File: config.mk
export PLATFORM = sky130hd
export DESIGN_NAME = warp_scheduler
export DESIGN_NICKNAME = d
export VERILOG_FILES = /design/src/rtl/warp_scheduler.sv
export SDC_FILE = /design/constraint.sdc
export NUM_CORES = 1
export LEC_CHECK = 0
export ABC_AREA = 1
export BUFFER_PORTS_ARGS = -buffer_cell sky130_fd_sc_hd__buf_2
export CORE_UTILIZATION = 49
export CTS_BUF_LIST = sky130_fd_sc_hd__clkbuf_16
export CTS_CLUSTER_DIAMETER = 150
export DETAILED_ROUTE_END_ITERATION = 16
export PLACE_DENSITY = 0.73
export SYNTH_ARGS = -nofsm -noshare
export SYNTH_HDL_FRONTEND = slang
export SYNTH_SLANG_ARGS = --single-unit
File: constraint.sdc
create_clock -name clk -period 2.7 [get_ports clk]
set_input_delay 0.54 -clock clk [delete_from_list [all_inputs] [get_ports clk]]
set_output_delay 0.54 -clock clk [all_outputs]
set_load 0.02 [all_outputs]
File: src/rtl/warp_scheduler.sv
// Frame-level warp dispatcher: issues warp IDs 0..NUM_WARPS-1 round-robin to idle units,
// tracks per-unit busy state from done pulses and pulses frame_done when the frame drains.
module warp_scheduler #(
  parameter int unsigned NUM_UNITS     = 4,
  parameter int unsigned NUM_WARPS     = 16,
  parameter int unsigned WARP_ID_WIDTH = 8,
  parameter int unsigned CNT_WIDTH     = $clog2(NUM_WARPS + 1)
) (
  input  logic                                      clk,
  input  logic                                      rst,
  input  logic                                      frame_start,
  input  logic                                      pause,
  input  logic [NUM_UNITS-1:0]                      unit_done,
  output logic [NUM_UNITS-1:0]                      unit_enable,
  output logic [NUM_UNITS-1:0][WARP_ID_WIDTH-1:0]   unit_warp_id,
  output logic [NUM_UNITS-1:0]                      unit_warp_valid,
  output logic                                      frame_busy,
  output logic                                      frame_done
);

  localparam int unsigned PtrWidth = (NUM_UNITS > 1) ? $clog2(NUM_UNITS) : 1;
  localparam logic [CNT_WIDTH-1:0] WarpsTotal = CNT_WIDTH'(NUM_WARPS);

  typedef enum logic [1:0] {
    StIdle,
    StDispatch,
    StDrain,
    StDone
  } state_e;

  state_e                                  state_q, state_d;
  logic [CNT_WIDTH-1:0]                    issued_q, issued_d;
  logic [CNT_WIDTH-1:0]                    done_q, done_d;
  logic [PtrWidth-1:0]                     rr_q, rr_d;
  logic [NUM_UNITS-1:0]                    busy_q, busy_d;
  logic [NUM_UNITS-1:0]                    valid_q, valid_d;
  logic [NUM_UNITS-1:0][WARP_ID_WIDTH-1:0] warp_id_q, warp_id_d;
  logic                                    frame_busy_q, frame_busy_d;
  logic                                    frame_done_q, frame_done_d;

  logic [NUM_UNITS-1:0] accepted;
  logic [CNT_WIDTH-1:0] accepted_cnt;
  logic                 grant_found;
  logic [PtrWidth-1:0]  grant_idx;
  logic                 can_issue;

  // Only a done on a busy unit counts; a done on an idle unit is dropped.
  assign accepted = unit_done & busy_q;

  always_comb begin
    accepted_cnt = '0;
    for (int unsigned i = 0; i < NUM_UNITS; i++) begin
      if (accepted[i]) begin
        accepted_cnt = accepted_cnt + CNT_WIDTH'(1);
      end
    end
  end

  // First idle unit scanning from rr_q; eligibility uses the registered busy vector so a
  // unit finishing this cycle cannot be reissued until the next one.
  always_comb begin
    int unsigned idx;
    idx         = 0;
    grant_found = 1'b0;
    grant_idx   = '0;
    for (int unsigned off = 0; off < NUM_UNITS; off++) begin
      idx = (32'(rr_q) + off) % NUM_UNITS;
      if (!grant_found && !busy_q[idx]) begin
        grant_found = 1'b1;
        grant_idx   = PtrWidth'(idx);
      end
    end
  end

  assign can_issue = (state_q == StDispatch) && !pause && (issued_q < WarpsTotal) && grant_found;

  always_comb begin
    state_d   = state_q;
    issued_d  = issued_q;
    done_d    = done_q + accepted_cnt;
    rr_d      = rr_q;
    busy_d    = busy_q & ~accepted;
    valid_d   = '0;
    warp_id_d = warp_id_q;

    case (state_q)
      StIdle: begin
        if (frame_start) begin
          state_d  = StDispatch;
          issued_d = '0;
          done_d   = '0;
          rr_d     = '0;
        end
      end
      StDispatch: begin
        if (can_issue) begin
          warp_id_d[grant_idx] = WARP_ID_WIDTH'(issued_q);
          valid_d[grant_idx]   = 1'b1;
          busy_d[grant_idx]    = 1'b1;
          issued_d             = issued_q + CNT_WIDTH'(1);
          rr_d = (32'(grant_idx) == NUM_UNITS - 1) ? '0 : grant_idx + 1'b1;
        end
        if (issued_d == WarpsTotal) begin
          state_d = StDrain;
        end
      end
      StDrain: begin
        if (done_q == WarpsTotal) begin
          state_d = StDone;
        end
      end
      StDone: begin
        state_d = StIdle;
      end
      default: begin
        state_d = StIdle;
      end
    endcase

    frame_busy_d = (state_d == StDispatch) || (state_d == StDrain);
    frame_done_d = (state_d == StDone);
  end

  always_ff @(posedge clk) begin
    if (rst) begin
      state_q      <= StIdle;
      issued_q     <= '0;
      done_q       <= '0;
      rr_q         <= '0;
      busy_q       <= '0;
      valid_q      <= '0;
      warp_id_q    <= '0;
      frame_busy_q <= 1'b0;
      frame_done_q <= 1'b0;
    end else begin
      state_q      <= state_d;
      issued_q     <= issued_d;
      done_q       <= done_d;
      rr_q         <= rr_d;
      busy_q       <= busy_d;
      valid_q      <= valid_d;
      warp_id_q    <= warp_id_d;
      frame_busy_q <= frame_busy_d;
      frame_done_q <= frame_done_d;
    end
  end

  assign unit_enable     = busy_q;
  assign unit_warp_id    = warp_id_q;
  assign unit_warp_valid = valid_q;
  assign frame_busy      = frame_busy_q;
  assign frame_done      = frame_done_q;

endmodule

==> out/metrics.cfg, run 1 <==
[clocking]
clkTransAtPathRegs_ps=60
htree_num_levels=2
clock-root-buffer=clkbuf_16
clock_path_buffers=2
cts_setup_buffers=0
clock-sinks=44
cts_buffers=5
insertion_delay_ps=290
tritoncts=done

[logic_synthesis]
postSynthCellCount=314
yosysMostFrequentCell=nand2_1
netlist_area_mm2=0.00235
synth_edf_count=0
ys_top_cells_by_area=dfxtp_1 (37%), nand2_1 (12%), nand3_1 (7.2%), ha_1 (6.9%), a21oi_1 (5.7%)
synth_warnings=0
synth_common_cells=nand2_1 (75), dfxtp_1 (44), nand3_1 (34), inv_1 (29), a21oi_1 (27)
ys_types=40
synth-seq-area-share_pct=37.5
synth_area_leader_cell=dfxtp_1
synthFlopType=dfxtp_1
synth.area.mux_share_pct=0.479
synth-simple-area-share_pct=31.8
ys_ff_latch=44
synth_top_cell_area_share_pct=37.5
synth-xor-area-share_pct=1.49
syn_avg_cell_area_um2=7.49
synth-compound-area-share_pct=8.94
synthArstFlopShare_pct=0
synth_top_family_by_area=simple AND/OR/NAND/NOR gates
synth_fa_ha_area_share_pct=7.77

[sta]
setup_violations=0
whs_ps=459
max_clock_freq_mhz=386
tns_ps=0
finalClockSkew_ps=4.91
rsz0062_at_grt=yes
worst_pin_slew_ps=654
period_needed_ps=2590
hold_viol_final=0
finalMaxSlewViolations=0
relSlewSlack_pct=55.9
final.period_utilization_pct=96.0

[placed_design]
finalWeightedCongestion=0.815
port_buffers=37
hpwlAfterDp_mm=3.57

[worst_hold_path]
worstHoldPathCells=2
hp-class=register to register
min_from=unit_warp_id[3]
whs_endpoint=unit_warp_id[3]

[routing]
wl_per_cell_um=11.6
drc=6
viasPerCell=4.97
wirelength_mm=4.78
dr.pass1.iters=11
initialDrtViolationCount=91
ant_nets=0
vias=2036

[critical_path]
crit_path_end_kind=register
path_max_fanout=2
cp.arrival_ps=2740
reg2reg_to=done_q[4]
crit_type=input pin to register
r2r-start=unit_enable[1]
r2r_cells=14
required_ps=2850
startpoint_type=input pin
r2r_slack_ps=130

[grt]
grt_pass1_wl_mm=8.20
antenna_found_initial=0
grt-ovfl-total=0
grt_pass1_vias=1910
track_usage_pct=20.7
grt_start_max_net_pins=32

[die]
row_count=24
chipHeight_um=71.3
core_mm2=0.00447
start_util_pct=52.5
boundaryPins=50
design.die.area_mm2=0.00508
die_w_um=71.3

[power_and_ir_drop]
p_leak_nw=1.35
power_density_mw_per_mm2=546
peakVddDrop_mv=0.368

[layout]
fin_util_pct=62.2
multiInputGateArea_mm2=0.00128
regArea_um2=887
n_antenna_cell=0
nFillCells=409
nets=379
drive_gt1_share_pct=26.3
area_growth_pct=18.3

[run_status]
violations=DRC
status=complete, but fails checks

[flow_run]
cap_violations=0

[report_power, final]
part / leakage, nW / switching (mW) / internal [mW]
clock network: 0.0840 / 0.252 / 0.439
logic: 0.911 / 0.110 / 0.0478
registers: 0.357 / 0.0108 / 0.658
[flip-flops by register name, indices dropped and copies added, names as in the netlist]
name	cells
state_q	2
frame_done	1
rr_q	2
unit_warp_valid	4
issued_q	5
frame_busy	1
unit_enable	4
done_q	5
unit_warp_id	20
[routing by layer]
metal	part of all wire (%)	track usage, %
met1	48	26.1
met2	47	35.1
met3	4.0	4.64
met4	1.4	6.67
met5	0	0
[repair_timing]
action                     4_1_cts  5_1_grt
setup endpoints to repair        0        7
gates resized for setup          0        4
hold buffers                     0        0
[cell type report]
class                   count  share of cell area [%]
inverters                  36                    5.13
repair buffers             44                    8.55
clock buffers               5                    4.50
clock inverters             3                    1.71
multi-input cells         226                    45.9
well taps                  52                    2.34
flip-flops and latches     44                    31.9
[critical path: stages]
cell and delay, ps:
buf_2 120, nand2_4 60, inv_1 60, ha_4 230, or2_4 220, nand2_2 70, inv_1 40, ha_1 290
mux2_4 290, fa_2 340, nand2_1 60, nand2_1 60, a21oi_2 150, nand2_1 70, nor3b_2 140
[logic make-up after synthesis]
kind of cell / count (synthesis)
muxes: 1
AOI/OAI and AO/OA: 37
buffers and inverters: 56
DFF: 44
adders and majority gates: 14
and+or+nand+nor: 157
other: 1
xor gates and xnor gates: 4
[stage by stage]
step                      cells  setup WS [ps]  area [um^2]  total power [mW]
final                       410            108         2780              1.52
after global routing        410          -5.39         2780              1.58
after CTS                   410           28.1         2780              1.53
after detailed placement    402           -208         2600             0.841
after global placement      402           -128         2600             0.838
after floorplan             326           17.1         2440             0.821
[worst max-delay path by stage]
stage | start | slack [ps] | to | depth (start not counted)
final | unit_done[1] | 110 | done_q[4] | 15
after global placement | unit_done[1] | -130 | done_q[4] | 15
after detailed placement | unit_done[1] | -210 | done_q[4] | 15
after floorplan | unit_done[0] | 20 | done_q[4] | 14
after global routing | unit_done[1] | -5 | done_q[4] | 15
after CTS | unit_enable[1] | 30 | done_q[4] | 14
[cell usage in the layout, fill, tap and decap left out, types with 3 or more instances in the layout]
cell type  instances
inv_1             29
conb_1            13
or2_2              4
a21oi_1           26
nor2_1            15
nand2_2           12
dfxtp_1           41
ha_1              12
buf_4              7
nand3_1           34
clkbuf_16          5
buf_2             37
nand2_1           73
nor2_2             6
inv_2              3
Note: power is estimated with default switching activity, not from simulation.
==> run 2: changes to the inputs <==
Settings changed: ABC_AREA 1 to not set, CORE_UTILIZATION 49 to 48, PLACE_DENSITY 0.73 to 0.72.
==> out/metrics.cfg, run 2 <==
[layout]
multiInputGateArea_mm2=0.00123  ; -3.6%
n_antenna_cell=0  ; unchanged
final_common_cell=dfxtp_1
nets=297  ; -22%
nFillCells=406  ; -0.73%
final_cell_area_mm2=0.00259  ; -6.8%
final_cell_mix=dfxtp_1 (44), buf_2 (37), nor2_1 (26)
largest_reg_flops=20  ; unchanged
drive_gt1_share_pct=23.6  ; -2.7 points
regArea_um2=881  ; -0.71%
fin_util_pct=59.1  ; -3.1 points
area_growth_pct=18.3  ; about the same

[die]
chipHeight_um=69.6  ; -2.4%
start_util_pct=50.0  ; -2.6 points
core_mm2=0.00438  ; -2.0%
row_count=24  ; unchanged
die_w_um=69.6  ; -2.4%
design.die.area_mm2=0.00484  ; -4.7%
boundaryPins=50  ; unchanged

[sta]
setup_violations=0  ; unchanged
rsz0062_at_grt=no
hold_viol_final=0  ; unchanged
tns_ps=0  ; unchanged
finalClockSkew_ps=2.99  ; -1.92 ps
period_needed_ps=2520  ; -73.9 ps
finalMaxSlewViolations=0  ; unchanged
max_clock_freq_mhz=397  ; +2.9%
setup_slack_ps=182  ; +73.9 ps
final.period_utilization_pct=93.3  ; -2.7 points

[routing]
wirelength_mm=4.38  ; -8.4%
initialDrtViolationCount=115  ; +26%
drc=0  ; -6
viasPerCell=5.24  ; +5.5%
wl_per_cell_um=13.3  ; +15%
dr.pass1.iters=4  ; -7
ant_nets=0  ; unchanged
vias=1718  ; -16%

[power_and_ir_drop]
peakVddDrop_mv=0.337  ; -8.4%
p_leak_nw=1.31  ; -3.2%
power_density_mw_per_mm2=530  ; -2.9%
p_total_mw=1.37  ; -9.5%

[logic_synthesis]
syn_avg_cell_area_um2=9.53  ; +27%
synth-seq-area-share_pct=40.2  ; +2.7 points
ys_top_cells_by_area=dfxtp_1 (40%), ha_1 (7.4%), mux2i_1 (7.3%), nor2_1 (4.5%), buf_4 (4.1%)
ys_types=44  ; +10%
synth_common_cells=dfxtp_1 (44), nor2_1 (26), mux2i_1 (16), a21oi_1 (13), ha_1 (13)
synth-simple-area-share_pct=20.5  ; -11 points
synthFlopType=dfxtp_1
yosysMostFrequentCell=dfxtp_1
synth.area.mux_share_pct=7.82  ; +7.3 points
synth-compound-area-share_pct=13.4  ; +4.5 points
synth_top_cell_area_share_pct=40.2  ; +2.7 points
synth_fa_ha_area_share_pct=8.34  ; +0.57 points
postSynthCellCount=230  ; -27%
synth-xor-area-share_pct=2.80  ; +1.3 points
ys_ff_latch=44  ; unchanged
synth_top_family_by_area=simple AND/OR/NAND/NOR gates
synth_area_leader_cell=dfxtp_1
netlist_area_mm2=0.00219  ; -6.8%
synth_warnings=0  ; unchanged
synthArstFlopShare_pct=0  ; unchanged
synth_edf_count=0  ; unchanged

[worst_hold_path]
min_from=unit_warp_id[1]
hp-class=register to register

[placed_design]
postPlaceCellArea_mm2=0.00243  ; -6.4%
hpwlAfterDp_mm=3.10  ; -13%
port_buffers=37  ; unchanged
post-place-ws_ps=-155  ; +52.5 ps
finalWeightedCongestion=0.805  ; -1.2%

[critical_path]
crit_type=input pin to register
startpoint=unit_done[0]
crit_path_end_kind=register
cp.arrival_ps=2700  ; -40 ps
startpoint_type=input pin
path_max_fanout=2  ; unchanged
required_ps=2880  ; +30 ps
r2r-start=unit_enable[0]

[clocking]
postCtsHoldBufs=0  ; unchanged
cts_buffers=5  ; unchanged
htree_num_levels=2  ; unchanged
clock-sinks=44  ; unchanged
insertion_delay_ps=280  ; about the same
clock-root-buffer=clkbuf_16
cts_setup_buffers=0  ; unchanged
tritoncts=done
clock_path_buffers=2  ; unchanged
cts_resized=0  ; unchanged
clkTransAtPathRegs_ps=60  ; about the same

[grt]
grt_pass1_wl_mm=7.61  ; -7.2%
track_usage_pct=19.8  ; -0.93 points
grt_start_max_net_pins=24  ; -25%
antenna_found_initial=0  ; unchanged
grt_pass1_vias=1638  ; -14%
grt-ovfl-total=0  ; unchanged

[run_status]
status=complete, no violations

[flow_run]
cap_violations=0  ; unchanged

==> run 2: area by class of cell <==
cell class	count	area share [%]
Timing Repair Buffer	46	9.75
Clock inverter	3	0.724
Inverter	5	0.724
Tap cell	52	2.51
Multi-Input combinational cell	173	47.5
Clock buffer	5	4.83
Sequential cell	44	34.0
==> run 2: final timing paths <==
check                         end  slack [ps]  cells after the start
hold reg to reg   unit_warp_id[1]         490                      2
setup reg to reg        done_q[4]         200                     11
setup / recovery        done_q[4]         180                     11
hold / removal    unit_warp_id[1]         490                      2
==> run 2: metal layers <==
layer | track usage (%) | part of all wire [%] | vias up
li1 | - | - | 864
met1 | 25.6 | 47 | 790
met2 | 32.4 | 47 | 58
met3 | 4.36 | 4.5 | 6
met4 | 6.80 | 1.3 | 0
met5 | 0 | 0 | -
==> run 2: through the flow <==
step	hold WS, ps	std cells
after floorplan	472	242
after global routing	518	328
after global placement	474	320
final	488	328
after detailed placement	483	320
after CTS	497	328
==> run 2: cells by family (layout without fill, tap and decap cells) <==
kind of cell,Yosys count,in the layout
XOR/XNOR,7,7
AO/OA/AOI/OAI,42,42
other,1,13
buffers and inverters,25,59
flip-flops,44,44
adder cells (fa/ha/maj),14,14
multiplexers,17,17
AND/OR/NAND/NOR,80,80
==> run 2: critical path, cell delays in order <==
cell and delay, ps:
buf_2 100, and2_1 180, ha_4 230, xnor2_2 180, ha_1 250, mux2_2 290, fa_2 370, a21o_1 160
a21oi_1 160, xor2_1 180, nor2_1 50
==> run 2: report_power, final <==
| group | switching (mW) | internal, mW |
|---|---|---|
| Combinational | 0.0757 | 0.0412 |
| Clock | 0.251 | 0.339 |
| Sequential | 0.00862 | 0.658 |
| Total | 0.335 | 1.04 |
==> run 3: changes to the inputs <==
Settings changed: CORE_MARGIN set to 2.
==> out/metrics.cfg, run 3 (same netlist as run 2, synthesis figures left out) <==
[worst_hold_path]
worstHoldPathCells=2  ; unchanged
min_from=unit_warp_id[24]
hp-class=register to register
whs_endpoint=unit_warp_id[24]

[placed_design]
port_buffers=37  ; unchanged
hpwlAfterDp_mm=3.18  ; +2.4%
postPlaceCellArea_mm2=0.00243  ; unchanged
post-place-ws_ps=-170  ; -14.6 ps
finalWeightedCongestion=0.767  ; -4.7%

[critical_path]
crit_cells=11  ; unchanged
crit_type=input pin to register
cp.arrival_ps=2660  ; -40 ps
crit_path_end_kind=register
cp_num_buf_inv=1  ; unchanged
crit_chain=buf_2 > and2_1 > ha_4 > xnor2_2 > ha_1 > mux2_2 > fa_2 > a21o_1 > a21oi_1 > xor2_1 > nor2_1
cp_slowest_cell=fa_2
required_ps=2880  ; about the same
startpoint_type=input pin
reg2reg_to=done_q[4]
path_delay_family=adder cells
critPathMaxStageDelay_ps=370  ; about the same
r2r-start=unit_enable[0]
path_max_fanout=2  ; unchanged
r2r_slack_ps=250  ; +50 ps
r2r_cells=11  ; unchanged

[clocking]
postCtsHoldBufs=0  ; unchanged
insertion_delay_ps=280  ; about the same
htree_num_levels=2  ; unchanged
clock_path_buffers=2  ; unchanged
clock-root-buffer=clkbuf_16
cts_setup_buffers=0  ; unchanged
cts_resized=0  ; unchanged
clock-sinks=44  ; unchanged
cts_buffers=5  ; unchanged
clkTransAtPathRegs_ps=60  ; about the same
tritoncts=done

[die]
core_mm2=0.00438  ; unchanged
die_w_um=71.6  ; +2.9%
design.die.area_mm2=0.00512  ; +5.8%
row_count=24  ; unchanged
start_util_pct=50.0  ; unchanged
boundaryPins=50  ; unchanged
chipHeight_um=71.6  ; +2.9%

[flow_run]
cap_violations=0  ; unchanged

[power_and_ir_drop]
p_int_mw=1.04  ; +0.12%
power_frac_clock_pct=42.6  ; -0.3 points
pwr-share-seq_pct=49.0  ; +0.5 points
peakVddDrop_mv=0.446  ; +32%
p_total_mw=1.36  ; -0.82%
p_comb_share_pct=8.5  ; about the same
p_leak_nw=1.32  ; +0.66%
power_density_mw_per_mm2=525  ; -1.0%
swShare_pct=23.7  ; -0.72 points
p_switching_mw=0.323  ; -3.7%

[layout]
drive_gt1_share_pct=23.9  ; +0.36 points
nets=297  ; unchanged
n_antenna_cell=0  ; unchanged
final_cell_mix=dfxtp_1 (44), buf_2 (37), nor2_1 (26)
area_growth_pct=18.5
fin_util_pct=59.2  ; +0.11 points
largest_reg_flops=20  ; unchanged
nFillCells=399  ; -1.7%
final_common_cell=dfxtp_1
final_cell_area_mm2=0.00260  ; +0.19%

[grt]
grt_pass1_wl_mm=7.07  ; -7.1%
grt-ovfl-total=0  ; unchanged
busiest_layer=met2
use_met1_pct=23.1  ; -2.6 points
grt_pass1_vias=1524  ; -7.0%
grt_start_max_net_pins=27  ; +13%
use_met2_pct=28.1  ; -4.3 points
track_usage_pct=17.5  ; -2.2 points
grt_use_met3_pct=5.06  ; +0.70 points
antenna_found_initial=0  ; unchanged

[sta]
setup_slack_ps=222  ; +40.0 ps
period_needed_ps=2480  ; -40.0 ps
setup_violations=0  ; unchanged
finalClockSkew_ps=5.44  ; +2.45 ps
hold_viol_final=0  ; unchanged
max_clock_freq_mhz=404  ; +1.6%
tns_ps=0  ; unchanged
rsz0062_at_grt=no
final.period_utilization_pct=91.8  ; -1.5 points
finalMaxSlewViolations=0  ; unchanged

[routing]
initialDrtViolationCount=113  ; -1.7%
wirelength_mm=4.19  ; -4.2%
vias=1703  ; -0.87%
drc=0  ; unchanged
viasPerCell=5.19  ; -0.87%
dr.pass1.iters=4  ; unchanged
ant_nets=0  ; unchanged
wl_per_cell_um=12.8  ; -4.2%

[run_status]
status=complete, no violations

-- run 3: cell count changes in the layout (fill, tap and decap cells not counted), sizes merged --
cell      previous run  this run
inv                  5         6
clkinvlp             2         1
-- run 3: how the worst max path moves through the flow --
stage,start,slack [ps],to
2_1_floorplan,unit_done[0],20,done_q[4]
5_1_grt,unit_done[0],40,done_q[4]
4_1_cts,unit_done[0],130,done_q[4]
3_3_place_gp,unit_done[0],-110,done_q[4]
3_5_place_dp,unit_done[0],-170,done_q[4]
6_report,unit_done[0],220,done_q[4]
-- run 3: metrics by stage --
step,cells,hold slack (ps)
floorplan,242,472
global placement,320,472
detailed placement,320,482
CTS,328,499
global route,328,517
finish,328,493
-- run 3: cell type report --
type,instances,area (um^2),area share (%)
Clock buffer,5,125,4.82
Clock inverter,3,20.0,0.771
Inverter,5,18.8,0.723
Multi-Input combinational cell,173,1230,47.5
Sequential cell,44,881,33.9
Tap cell,52,65.1,2.51
Timing Repair Buffer,46,253,9.73
-- run 3: power groups by stage --
stage          logic, mW  clock network [mW]  registers, mW
2_1_floorplan     0.0944                   0          0.684
3_3_place_gp       0.114                   0          0.681
6_report           0.116               0.580          0.667
3_5_place_dp       0.114                   0          0.681
4_1_cts            0.115               0.593          0.667
5_1_grt            0.129               0.622          0.668
-- run 3: routing by layer --
layer  vias to the layer above  part of all wire, %
met2                        39                   48
met1                       791                   46
met3                         5                  4.6
met4                         0                  1.2
li1                        868                    -
met5                         -                    0
-- run 3: tightest hold or removal path, stage by stage (launching register included) --
cell and delay, ps:
dfxtp_1 320, mux2i_1 70, nor2_1 70
